### config.mk
export PLATFORM = sky130hd
export DESIGN_NAME = tick_color_sequencer
export DESIGN_NICKNAME = d
export VERILOG_FILES = /design/src/rtl/tick_color_sequencer_pkg.sv /design/src/rtl/tick_edge_meter.sv /design/src/rtl/tick_color_sequencer.sv
export SDC_FILE = /design/constraint.sdc
export NUM_CORES = 1
export LEC_CHECK = 0
export ABC_AREA = 1
export ABC_CLOCK_PERIOD_IN_PS = 2190
export BUFFER_PORTS_ARGS = -buffer_cell sky130_fd_sc_hd__buf_2
export CAP_MARGIN = 10
export CORE_ASPECT_RATIO = 2
export CORE_MARGIN = 1.5
export CORE_UTILIZATION = 45
export CTS_BUF_LIST = sky130_fd_sc_hd__clkbuf_4 sky130_fd_sc_hd__clkbuf_8
export DETAILED_ROUTE_END_ITERATION = 6
export PLACE_DENSITY = 0.66
export SETUP_SLACK_MARGIN = 0.3
export SLEW_MARGIN = 25
export SYNTH_ARGS = -nofsm -noshare
export SYNTH_HDL_FRONTEND = slang
export SYNTH_SLANG_ARGS = --single-unit
export TNS_END_PERCENT = 20
### constraint.sdc
create_clock -name clk -period 2.19 [get_ports clk]
set_input_delay 0.438 -clock clk [delete_from_list [all_inputs] [get_ports clk]]
set_output_delay 0.438 -clock clk [all_outputs]
set_load 0.05 [all_outputs]
### src/rtl/tick_color_sequencer_pkg.sv
// Shared types and constants for the color tick consumer: FSM states,
// default widths and the RGB888 palette lookup.
package tick_pkg;

   localparam int NUM_COLORS_DEF     = 8;
   localparam int COLOR_W_DEF        = 24;
   localparam int CNT_W_DEF          = 26;
   localparam int TIMEOUT_CYCLES_DEF = 40000000;

   typedef enum logic [1:0] {
      IDLE  = 2'd0,
      RUN   = 2'd1,
      STALL = 2'd2
   } state_t;

   // Indices past 7 reuse the base eight colors.
   function automatic logic [23:0] palette(input int unsigned idx);
      case (idx % 8)
         0:       palette = 24'h000000;
         1:       palette = 24'hFF0000;
         2:       palette = 24'hFF8000;
         3:       palette = 24'hFFFF00;
         4:       palette = 24'h00FF00;
         5:       palette = 24'h00FFFF;
         6:       palette = 24'h0000FF;
         default: palette = 24'hFFFFFF;
      endcase
   endfunction

endpackage

### src/rtl/tick_edge_meter.sv
// Detects toggles of the tick level and measures the toggle-to-toggle spacing.
// timeout_o flags the last counted cycle in RUN without a toggle.
module tick_edge_meter
   import tick_pkg::*;
#(
   parameter int CNT_W          = CNT_W_DEF,
   parameter int TIMEOUT_CYCLES = TIMEOUT_CYCLES_DEF
) (
   input  logic             clk_i,
   input  logic             reset_i,
   input  logic             tick_i,
   input  logic             clear_i,
   input  logic             run_i,
   input  logic             stall_i,
   output logic             edge_o,
   output logic             timeout_o,
   output logic [CNT_W-1:0] half_period_o,
   output logic             period_valid_o
);

   localparam logic [CNT_W-1:0] TO_LAST = CNT_W'(TIMEOUT_CYCLES - 1);

   logic             tick_d_q;
   logic [CNT_W-1:0] cnt_q, cnt_d, cnt_inc;
   logic             armed_q, armed_d;
   logic [CNT_W-1:0] hp_q, hp_d;
   logic             pv_q, pv_d;

   assign edge_o         = tick_i ^ tick_d_q;
   assign cnt_inc        = (cnt_q == '1) ? cnt_q : cnt_q + CNT_W'(1);
   assign timeout_o      = run_i && !edge_o && (cnt_q == TO_LAST);
   assign half_period_o  = hp_q;
   assign period_valid_o = pv_q;

   always_comb begin
      cnt_d   = cnt_q;
      armed_d = armed_q;
      hp_d    = hp_q;
      pv_d    = pv_q;
      if (clear_i) begin
         cnt_d   = '0;
         armed_d = 1'b0;
         pv_d    = 1'b0;
      end else if (run_i) begin
         if (edge_o) begin
            cnt_d   = '0;
            armed_d = 1'b1;
            // cnt_inc is cnt+1 saturated, i.e. cycles since the previous toggle
            if (armed_q) begin
               hp_d = cnt_inc;
               pv_d = 1'b1;
            end
         end else begin
            cnt_d = cnt_inc;
            if (timeout_o) begin
               armed_d = 1'b0;
               pv_d    = 1'b0;
            end
         end
      end else if (stall_i && edge_o) begin
         cnt_d   = '0;
         armed_d = 1'b1;
      end
   end

   always_ff @(posedge clk_i) begin
      if (reset_i) begin
         tick_d_q <= 1'b0;
         cnt_q    <= '0;
         armed_q  <= 1'b0;
         hp_q     <= '0;
         pv_q     <= 1'b0;
      end else begin
         tick_d_q <= tick_i;
         cnt_q    <= cnt_d;
         armed_q  <= armed_d;
         hp_q     <= hp_d;
         pv_q     <= pv_d;
      end
   end

endmodule

### src/rtl/tick_color_sequencer.sv
// Steps a palette index/RGB register on each tick toggle while running,
// or on a manual step request; tracks IDLE/RUN/STALL of the tick source.
module tick_color_sequencer
   import tick_pkg::*;
#(
   parameter int NUM_COLORS     = NUM_COLORS_DEF,
   parameter int COLOR_W        = COLOR_W_DEF,
   parameter int CNT_W          = CNT_W_DEF,
   parameter int TIMEOUT_CYCLES = TIMEOUT_CYCLES_DEF
) (
   input  logic                          clk,
   input  logic                          reset,
   input  logic                          tick_color,
   input  logic                          enable,
   input  logic                          step_req,
   output logic [$clog2(NUM_COLORS)-1:0] color_idx,
   output logic [COLOR_W-1:0]            color_out,
   output logic                          color_strobe,
   output logic [CNT_W-1:0]              half_period,
   output logic                          period_valid,
   output logic                          stall,
   output state_t                        state_o
);

   localparam int               IDX_W    = $clog2(NUM_COLORS);
   localparam logic [IDX_W-1:0] IDX_LAST = IDX_W'(NUM_COLORS - 1);

   state_t           state_q, state_d;
   logic [IDX_W-1:0] idx_q, idx_d;
   logic [COLOR_W-1:0] color_q, color_d;
   logic             strobe_q;
   logic             tick_edge, timeout;
   logic             clear, run, in_stall, advance;

   tick_edge_meter #(
      .CNT_W         (CNT_W),
      .TIMEOUT_CYCLES(TIMEOUT_CYCLES)
   ) u_meter (
      .clk_i         (clk),
      .reset_i       (reset),
      .tick_i        (tick_color),
      .clear_i       (clear),
      .run_i         (run),
      .stall_i       (in_stall),
      .edge_o        (tick_edge),
      .timeout_o     (timeout),
      .half_period_o (half_period),
      .period_valid_o(period_valid)
   );

   always_ff @(posedge clk) begin
      if (reset) state_q <= IDLE;
      else       state_q <= state_d;
   end

   always_comb begin
      state_d = state_q;
      if (!enable) begin
         state_d = IDLE;
      end else begin
         case (state_q)
            IDLE:    state_d = RUN;
            RUN:     if (timeout) state_d = STALL;
            STALL:   if (tick_edge) state_d = RUN;
            default: state_d = IDLE;
         endcase
      end
   end

   // Toggles only advance the color while running and enabled; the stall
   // recovery toggle deliberately does not.
   always_comb begin
      clear    = !enable || (state_q == IDLE);
      run      = (state_q == RUN);
      in_stall = (state_q == STALL);
      stall    = in_stall;
      advance  = step_req || (run && enable && tick_edge);
   end

   always_comb begin
      idx_d   = idx_q;
      color_d = color_q;
      if (advance) begin
         idx_d   = (idx_q == IDX_LAST) ? '0 : idx_q + IDX_W'(1);
         color_d = COLOR_W'(palette(32'(idx_d)));
      end
   end

   always_ff @(posedge clk) begin
      if (reset) begin
         idx_q    <= '0;
         color_q  <= COLOR_W'(palette(0));
         strobe_q <= 1'b0;
      end else begin
         idx_q    <= idx_d;
         color_q  <= color_d;
         strobe_q <= advance;
      end
   end

   assign color_idx    = idx_q;
   assign color_out    = color_q;
   assign color_strobe = strobe_q;
   assign state_o      = state_q;

endmodule

==> results.json, run 1 <==
{
  "violations": "design-rule violations",
  "worst_pin_slew_ns": 0.479,
  "p_int_uw": 1960,
  "arrival_ns": 2.06,
  "synth_edf_count": 0,
  "grt-ovfl-total": 0,
  "cts_root_buf": "clkbuf_8",
  "grt_pass1_wl_um": 16000,
  "slowest_stage": "dfxtp_1",
  "vias": 3579,
  "drc": 3,
  "whs_ns": 0.315,
  "cp_cell_sequence": "ha_1, inv_2, nor2_4, nand2_4, nor2_8, nand2_4, nand3_2, nand2_1, a21oi_1",
  "clkPwrFrac_pct": 42.3,
  "drive_above_1_share_pct": 22.5,
  "slowest_delay_ns": 0.38,
  "routed_wl_um": 10000,
  "async_flop_share_pct": 0,
  "clk_latency_ns": 0.36,
  "vias_per_cell": 5.08,
  "grt_max_degree": 28,
  "p_switching_uw": 743,
  "p_sw_share_pct": 27.4,
  "drt_iter0_markers": 172,
  "cts_sinks": 65,
  "io_pins": 63,
  "cts-htree-levels": 3,
  "synthDistinctLibCells": 34,
  "track_usage_pct": 23.9,
  "maxClockFrequency_mhz": 565,
  "fin_util_pct": 53.3,
  "syn_inst": 555,
  "ant_nets": 0,
  "layout_worst_path_cycle_share_pct": 80.8,
  "ys.flop_type": "dfxtp_1",
  "firstDrtPassIters": 7,
  "core_sq_mm": 0.00800,
  "dpl.hpwl_um": 7410,
  "setup_viol": 0,
  "crit_path_frequent_cell": "nand2_4",
  "yosysSeqAreaShare_pct": 35.0,
  "drv_slew": 0,
  "p_leak_uw": 0.00204,
  "combPwrFrac_pct": 12.7,
  "maxCapViolations": 0,
  "status": "finished with violations",
  "start_util_pct": 46.5,
  "chipWidth_um": 67.3,
  "slew-limit-headroom_pct": 68.0,
  "gp_congestion": 1.00,
  "stdcell_area_sq_mm": 0.00426,
  "syn-num-nets": 566,
  "hold_viol": 0,
  "numCtsBuffers": 9,
  "end_kind": "flop",
  "layout_min_cycle_time_ns": 1.77,
  "dieArea_sq_mm": 0.00886,
  "die_y_um": 132,
  "wl_per_cell_um": 14.2,
  "fin_skew_ns": 0.00813,
  "cts_hold_buf": 0,
  "path_buf_inv": 1,
  "avgSynthCellArea_sq_um": 6.71,
  "rsz0062_at_grt": "yes",
  "crit_required_ns": 2.48,
  "cts_tree": "yes",
  "rows": 46,
  "seqPwrFrac_pct": 45.0,
  "crit_fanout": 12,
  "nets": 615,
  "antenna_found_initial": 0,
  "clk_pin_slew_worst_paths_ns": 0.07,
  "port_buffers": 62,
  "area_growth_pct": 14.5,
  "grt_pass1_vias": 3379,
  "p_per_area_mw_per_mm2": 635,
  "yosys_warnings": 0,
  "hold_class": "in2reg",
  "antenna_cells": 0,
  "irDropWorstVdd_mv": 0.446,
  "setup_tns_ns": 0,
  "critPathTopFamily": "simple AND/OR/NAND/NOR gates",
  "place_area_sq_mm": 0.00399,
  "ys_seq_elements": 65,
  "worstSetupPathType": "reg2reg",
  "critPathLaunchType": "flop",
  "netlist_area_sq_mm": 0.00372,
  "clockBufferDepth": 2
}
[cell usage after synthesis (all sizes together), types with 2 or more instances]
master,number,share of area (%)
nor3,4,0.54
nand3,39,7.3
o211ai,2,0.40
nand2,151,16
ha,6,2.0
dfxtp,65,35
clkbuf,6,0.60
inv,57,5.7
buf,30,6.3
nand4,8,1.7
xnor2,4,1.1
nor2,99,11
a21oi,37,5.4
o21ai,36,4.8
or2,6,1.0
[logic make-up after synthesis]
kind of cell    count (synthesis)  share of synthesized area (%)
xor+xnor                        5                           1.38
simple gates                  307                           37.5
fa+ha+maj                       6                           2.02
flops                          65                           35.0
buf+inv                        94                           12.8
compound gates                 78                           11.3
[area by class of cell]
cell class | count | area (sq um)
Clock buffer | 15 | 200
Timing Repair Buffer | 73 | 405
Tap cell | 96 | 120
Fill cell | 838 | 3740
Clock inverter | 1 | 30.0
Multi-Input combinational cell | 397 | 1980
Sequential cell | 65 | 1300
Inverter | 58 | 218
[worst register-to-register path, delay by kind of cell (launching register included)]
kind,cells,cell delay (ns)
flip-flops,1,0.38
AND/OR/NAND/NOR,6,0.92
adder cells (fa/ha/maj),1,0.21
AO/OA/AOI/OAI,1,0.14
buffers and inverters,1,0.05
[power by group through the flow]
stage	registers, uW	clock network [uW]	logic, uW
floorplan	1300	0	265
global placement	1240	0	343
detailed placement	1240	0	346
CTS	1220	1170	347
global route	1220	1220	372
finish	1220	1140	345
[per-layer routing]
metal | track usage, % | vias up | share of wire, %
li1 | - | 1845 | -
met1 | 22.3 | 1605 | 35
met2 | 44.7 | 98 | 56
met3 | 5.48 | 31 | 3.8
met4 | 13.0 | 0 | 4.7
met5 | 0 | - | 0
[cells in the final DEF (no fill, tap or decap), types with 3 or more instances in the layout]
master | Yosys | layout
nor2_1 | 91 | 90
o21ai_1 | 9 | 9
buf_2 | 2 | 62
xnor2_1 | 3 | 3
inv_2 | 4 | 4
a21oi_1 | 33 | 33
nor2_2 | 4 | 3
nor2_4 | 3 | 5
dfxtp_1 | 65 | 63
nand3_1 | 24 | 24
ha_1 | 6 | 6
o21ai_0 | 27 | 27
inv_1 | 53 | 53
nand4_1 | 7 | 7
nand2_1 | 148 | 148
a21oi_2 | 4 | 4
clkbuf_8 | 0 | 14
nand3_2 | 15 | 15
nor3_1 | 4 | 3
buf_4 | 22 | 10
or2_2 | 6 | 6
[state kept, by name, indices dropped and copies added (netlist names)]
register	flops
u_meter.armed_q	1
color_idx	3
u_meter.half_period_o	26
color_strobe	1
color_out	4
state_o	2
u_meter.tick_d_q	1
u_meter.period_valid_o	1
u_meter.cnt_q	26
[timing repair]
| action | 4_1_cts | 5_1_grt |
|---|---|---|
| endpoints found under the setup margin | 2 | 21 |
| setup buffers | 0 | 1 |
| resized for setup | 1 | 4 |
| cloned | 0 | 1 |
| pin swaps | 0 | 2 |
[through the flow]
step | worst slack (ns) | instances | power [uW]
final | 0.422 | 705 | 2710
after global routing | 0.284 | 705 | 2810
after CTS | 0.346 | 703 | 2730
after detailed placement | 0.284 | 687 | 1590
after global placement | 0.334 | 687 | 1590
after floorplan | 0.388 | 555 | 1560
[final timing paths]
| kind | from | to | slack, ns | depth (start not counted) |
|---|---|---|---|---|
| worst max register to register | u_meter.cnt_q[1]$_SDFFE_PP0P_ | u_meter.cnt_q[17]$_SDFFE_PP0P_ | 0.42 | 9 |
| worst min-delay path | tick_color | u_meter.tick_d_q$_SDFF_PP0_ | 0.32 | 3 |
| worst min register to register | u_meter.half_period_o[16]$_SDFFE_PP0P_ | u_meter.half_period_o[16]$_SDFFE_PP0P_ | 0.51 | 2 |
| worst max-delay path | u_meter.cnt_q[1]$_SDFFE_PP0P_ | u_meter.cnt_q[17]$_SDFFE_PP0P_ | 0.42 | 9 |
Power figures use the tool's default switching activity.
==> run 2, diff against run 1 <==
- ABC_CLOCK_PERIOD_IN_PS: 2190 -> 1800
- clock period: 2.19 -> 1.8 ns (I/O delays scaled with it)
==> run 2 against run 1 <==
  * The run now ends clean
  * Via count rose by 7.5%
  * Clock skew increased by 0.0013 ns
  * Register-to-register slack lost 0.19 ns
  * Flip-flop and latch count did not move
  * Sequential share of layout area shrank 2.3 points
  * Clock power grew 16%
  * Final cell count rose by 4.3%
  * Sequential power up 20%
  * Global-route usage up 2.9 points
  * Critical path depth is 1 higher
  * Critical endpoint is now u_meter.cnt_q[14]$_SDFFE_PP0P_
  * Largest cell class unchanged
==> results.json, run 2 (same netlist as run 1, synthesis figures left out) <==
{
  "drive_above_1_share_pct": 37.2,
  "die_y_um": 132,
  "r2r_slack_ns": 0.23,
  "drc": 0,
  "nets": 645,
  "combPwrFrac_pct": 13.5,
  "wl_per_cell_um": 15.2,
  "hold_class": "in2reg",
  "rsz0062_at_grt": "yes",
  "p_per_area_mw_per_mm2": 674,
  "chipWidth_um": 67.3,
  "critPathLaunchType": "flop",
  "r2r-end": "u_meter.cnt_q[14]$_SDFFE_PP0P_",
  "firstDrtPassIters": 4,
  "rows": 46,
  "setup_tns_ns": 0,
  "p_int_uw": 2280,
  "cp_cell_sequence": "ha_4, inv_2, nor2_4, nand2_4, nor2_8, nand2_8, buf_12, nand3_1, nand2_1, a21oi_1",
  "routed_wl_um": 11200,
  "port_buffers": 62,
  "dieArea_sq_mm": 0.00886,
  "cts_hold_buf": 0,
  "p_sw_share_pct": 29.4,
  "drt_iter0_markers": 142,
  "p_leak_uw": 0.00228,
  "crit_required_ns": 2.08,
  "layout_min_cycle_time_ns": 1.57,
  "final_common_cell": "nand2_1",
  "vias_per_cell": 5.24,
  "fin_skew_ns": 0.00939,
  "setup_viol": 0,
  "clockBufferDepth": 2,
  "worst_pin_slew_ns": 0.370,
  "crit_fanout": 9,
  "drv_slew": 0,
  "ant_nets": 0,
  "power.total_uw": 3230,
  "io_pins": 63,
  "antenna_found_initial": 0,
  "core_sq_mm": 0.00800,
  "vias": 3849,
  "gp_congestion": 0.976,
  "grt_max_degree": 28,
  "clk_latency_ns": 0.36,
  "arrival_ns": 1.85,
  "slowest_stage": "dfxtp_4",
  "crit_end": "u_meter.cnt_q[14]$_SDFFE_PP0P_",
  "hold_viol": 0,
  "layout_worst_path_cycle_share_pct": 87.0,
  "grt_pass1_vias": 3649,
  "seqPwrFrac_pct": 45.5,
  "slowest_delay_ns": 0.38,
  "rr_startpoint": "u_meter.cnt_q[1]$_SDFFE_PP0P_",
  "clk_pin_slew_worst_paths_ns": 0.08,
  "clkPwrFrac_pct": 41.0,
  "slew-limit-headroom_pct": 75.3,
  "worstSetupPathType": "reg2reg",
  "irDropWorstVdd_mv": 0.466,
  "cts-htree-levels": 3,
  "dpl.hpwl_um": 7960,
  "antenna_cells": 0,
  "area_growth_pct": 28.9,
  "track_usage_pct": 26.8,
  "cts_tree": "yes",
  "crit_path_start": "u_meter.cnt_q[1]$_SDFFE_PP0P_",
  "grt-ovfl-total": 0,
  "rr_worst_depth": 10,
  "start_util_pct": 46.5,
  "grt_pass1_wl_um": 17800,
  "layout_common_cells": "nand2_1, nor2_1, buf_2, inv_1, dfxtp_1",
  "maxClockFrequency_mhz": 638,
  "cts_sinks": 65,
  "end_kind": "flop",
  "numCtsBuffers": 9,
  "p_switching_uw": 949,
  "maxCapViolations": 0,
  "status": "complete, no violations",
  "cts_root_buf": "clkbuf_8"
}
## run 2: timing repair
action	in CTS	in global routing
endpoints found under the hold margin	0	0
setup buffers	11	7
gates resized for setup	36	67
pin swaps	10	16
gates cloned	1	0
endpoints found under the setup margin	54	82
## run 2: cell type report
type / instances / area (sq um)
fill: 786 / 3200
multi-input combinational: 396 / 2190
sequential: 65 / 1360
timing repair buffer: 104 / 704
inverter: 58 / 220
clock buffer: 13 / 166
tap: 96 / 120
clock inverter: 3 / 40.0
## run 2: worst min-delay path by stage
| stage | cells past startpoint | slack [ns] | end | from |
|---|---|---|---|---|
| floorplan | 2 | 0.47 | u_meter.tick_d_q$_SDFF_PP0_ | tick_color |
| global placement | 1 | 0.45 | state_o[0]$_SDFFE_PP0P_ | state_o[0]$_SDFFE_PP0P_ |
| detailed placement | 1 | 0.46 | state_o[0]$_SDFFE_PP0P_ | state_o[0]$_SDFFE_PP0P_ |
| CTS | 3 | 0.24 | u_meter.tick_d_q$_SDFF_PP0_ | tick_color |
| global route | 3 | 0.25 | u_meter.tick_d_q$_SDFF_PP0_ | tick_color |
| finish | 3 | 0.24 | u_meter.tick_d_q$_SDFF_PP0_ | tick_color |
## run 2: critical path, delay by kind of cell (launching register included)
kind | cells | cell delay, ns
compound gates | 1 | 0.11
buf+inv | 2 | 0.20
flops | 1 | 0.38
fa+ha+maj | 1 | 0.14
simple gates | 6 | 0.66
## run 2: power by group through the flow
stage	registers, uW	logic, uW	clock network (uW)
4_1_cts	1470	432	1350
2_1_floorplan	1580	322	0
3_3_place_gp	1510	426	0
3_5_place_dp	1510	428	0
5_1_grt	1480	465	1410
6_report	1470	438	1320
## run 2: through the flow
step	cell area, sq um	hold slack (ns)	utilization (%)	setup WS [ns]	instances
2_1_floorplan	3760	0.467	-	0.294	555
3_3_place_gp	4140	0.450	51.8	0.0936	700
3_5_place_dp	4140	0.457	51.8	0.114	700
4_1_cts	4560	0.236	57.0	0.255	728
5_1_grt	4800	0.253	60.0	0.152	735
6_report	4800	0.240	60.0	0.234	735
## run 2: per-layer routing
layer	track usage, %	vias up	part of all wire, %	wire, um
li1	-	1892	-	-
met1	27.2	1781	36	4030
met2	46.8	130	54	6090
met3	5.05	46	3.7	410
met4	18.1	0	6.0	668
met5	0	-	0	0
==> run 3, diff against run 2 <==
- SETUP_SLACK_MARGIN: 0.3 -> 0.5
==> run 3 against run 2 <==
  * Global-route usage is 0.47 points lower
  * Clock skew is 0.0020 ns higher
  * Final cell count is 0.41% lower
  * Register-to-register slack better by 0.07 ns
  * Critical path type unchanged
  * Largest cell class unchanged
  * Largest power group unchanged
  * Clock power is 5% lower
  * Flip-flop and latch count stayed put
  * Clock-buffer cell count stayed put
==> results.json, run 3 (same netlist as run 1, synthesis figures left out) <==
{
  "io_pins": 63,
  "critPathLaunchType": "flop",
  "drt_iter0_markers": 193,
  "drive_above_1_share_pct": 39.3,
  "track_usage_pct": 26.3,
  "r2r_slack_ns": 0.31,
  "area_growth_pct": 31.4,
  "dieArea_sq_mm": 0.00886,
  "vias_per_cell": 5.17,
  "setup_viol": 0,
  "grt_pass1_wl_um": 17500,
  "hold_viol": 0,
  "p_per_area_mw_per_mm2": 648,
  "chipWidth_um": 67.3,
  "numCtsBuffers": 9,
  "cp_cell_sequence": "nand2_2, nor2_4, nand2_4, nor2_8, nand2_8, buf_12, nand3_2, nand2_1, a21oi_1",
  "slowest_delay_ns": 0.40,
  "arrival_ns": 1.77,
  "grt_max_degree": 28,
  "critPathTopFamily": "simple AND/OR/NAND/NOR gates",
  "worstSetupPathType": "reg2reg",
  "start_util_pct": 46.5,
  "routed_wl_um": 10800,
  "cts-htree-levels": 3,
  "nets": 642,
  "core_sq_mm": 0.00800,
  "clk_latency_ns": 0.36,
  "p_leak_uw": 0.00235,
  "cts_root_buf": "clkbuf_8",
  "drc": 0,
  "grt-ovfl-total": 0,
  "antenna_found_initial": 0,
  "maxCapViolations": 0,
  "end_kind": "flop",
  "status": "complete, no violations",
  "path_buf_inv": 1,
  "clockBufferDepth": 2,
  "vias": 3788,
  "rows": 46,
  "fin_util_pct": 61.1,
  "antenna_cells": 0,
  "cts_sinks": 65,
  "fin_skew_ns": 0.0114,
  "layout_min_cycle_time_ns": 1.49,
  "hold_class": "in2reg",
  "dpl.hpwl_um": 8010,
  "crit_fanout": 10,
  "whs_ns": 0.250,
  "final_common_cell": "nand2_1",
  "crit_required_ns": 2.07,
  "die_y_um": 132,
  "drv_slew": 0,
  "worst_pin_slew_ns": 0.416,
  "cts_hold_buf": 0,
  "slew-limit-headroom_pct": 72.3,
  "irDropWorstVdd_mv": 0.612,
  "gp_congestion": 0.914,
  "clk_pin_slew_worst_paths_ns": 0.07,
  "grt_pass1_vias": 3725,
  "wl_per_cell_um": 14.8,
  "maxClockFrequency_mhz": 669,
  "ant_nets": 0,
  "layout_common_cells": "nand2_1, nor2_1, buf_2, inv_1, dfxtp_1",
  "slowest_stage": "dfxtp_4",
  "setup_tns_ns": 0,
  "firstDrtPassIters": 4,
  "layout_worst_path_cycle_share_pct": 83.0,
  "port_buffers": 62,
  "cts_tree": "yes",
  "rsz0062_at_grt": "yes"
}
run 3: cell count changes in the layout (fill, tap and decap cells not counted), sizes merged:
cell    delta
clkinv     +1
inv        -1
buf        -3
run 3: layer usage:
layer	up-vias	global-route usage (%)	wire length [um]
li1	1890	-	-
met2	104	49.0	6220
met5	-	0	0
met4	0	17.1	491
met1	1765	24.8	3740
met3	29	3.94	375
run 3: per-stage QoR:
step / setup WS, ns / cell area (sq um) / power [uW] / std cells
5_1_grt: 0.214 / 4890 / 3290 / 732
3_5_place_dp: 0.00841 / 4170 / 1940 / 701
4_1_cts: 0.307 / 4640 / 3200 / 727
2_1_floorplan: 0.363 / 3790 / 1900 / 555
3_3_place_gp: 0.0143 / 4170 / 1940 / 701
6_report: 0.305 / 4890 / 3170 / 732
run 3: worst register-to-register path, cell delays in order (launching register included):
cell and delay, ns:
dfxtp_4 0.40, nand2_2 0.10, nor2_4 0.17, nand2_4 0.09, nor2_8 0.15, nand2_8 0.09, buf_12 0.16, nand3_2 0.08
nand2_1 0.06, a21oi_1 0.13
run 3: path summary, 6_finish.rpt:
path | start | end | cells past startpoint
max | u_meter.cnt_q[8]$_SDFFE_PP0P_ | u_meter.cnt_q[20]$_SDFFE_PP0P_ | 9
min | tick_color | u_meter.tick_d_q$_SDFF_PP0_ | 3
max reg2reg | u_meter.cnt_q[8]$_SDFFE_PP0P_ | u_meter.cnt_q[20]$_SDFFE_PP0P_ | 9
min reg2reg | state_o[0]$_SDFFE_PP0P_ | state_o[0]$_SDFFE_PP0P_ | 1
run 3: cell type report:
type                    count  area, sq um
fillers                   766         3110
multi-input cells         396         2280
repair buffers            101          677
flip-flops and latches     65         1370
well taps                  96          120
inverters                  58          238
clock buffers              13          160
clock inverters             3         40.0
run 3: timing repair:
action	in CTS	in global routing
buffers inserted	10	5
gates resized for setup	63	69
gates cloned	0	0
pin swaps	6	25
endpoints found under the setup margin	121	122
run 3: report_power, final:
part,leakage [uW],internal (uW),switching [uW],total (uW)
sequential,0.000542,1440,25.8,1460
combinational,0.00170,97.1,343,440
clock,0.000108,719,544,1260
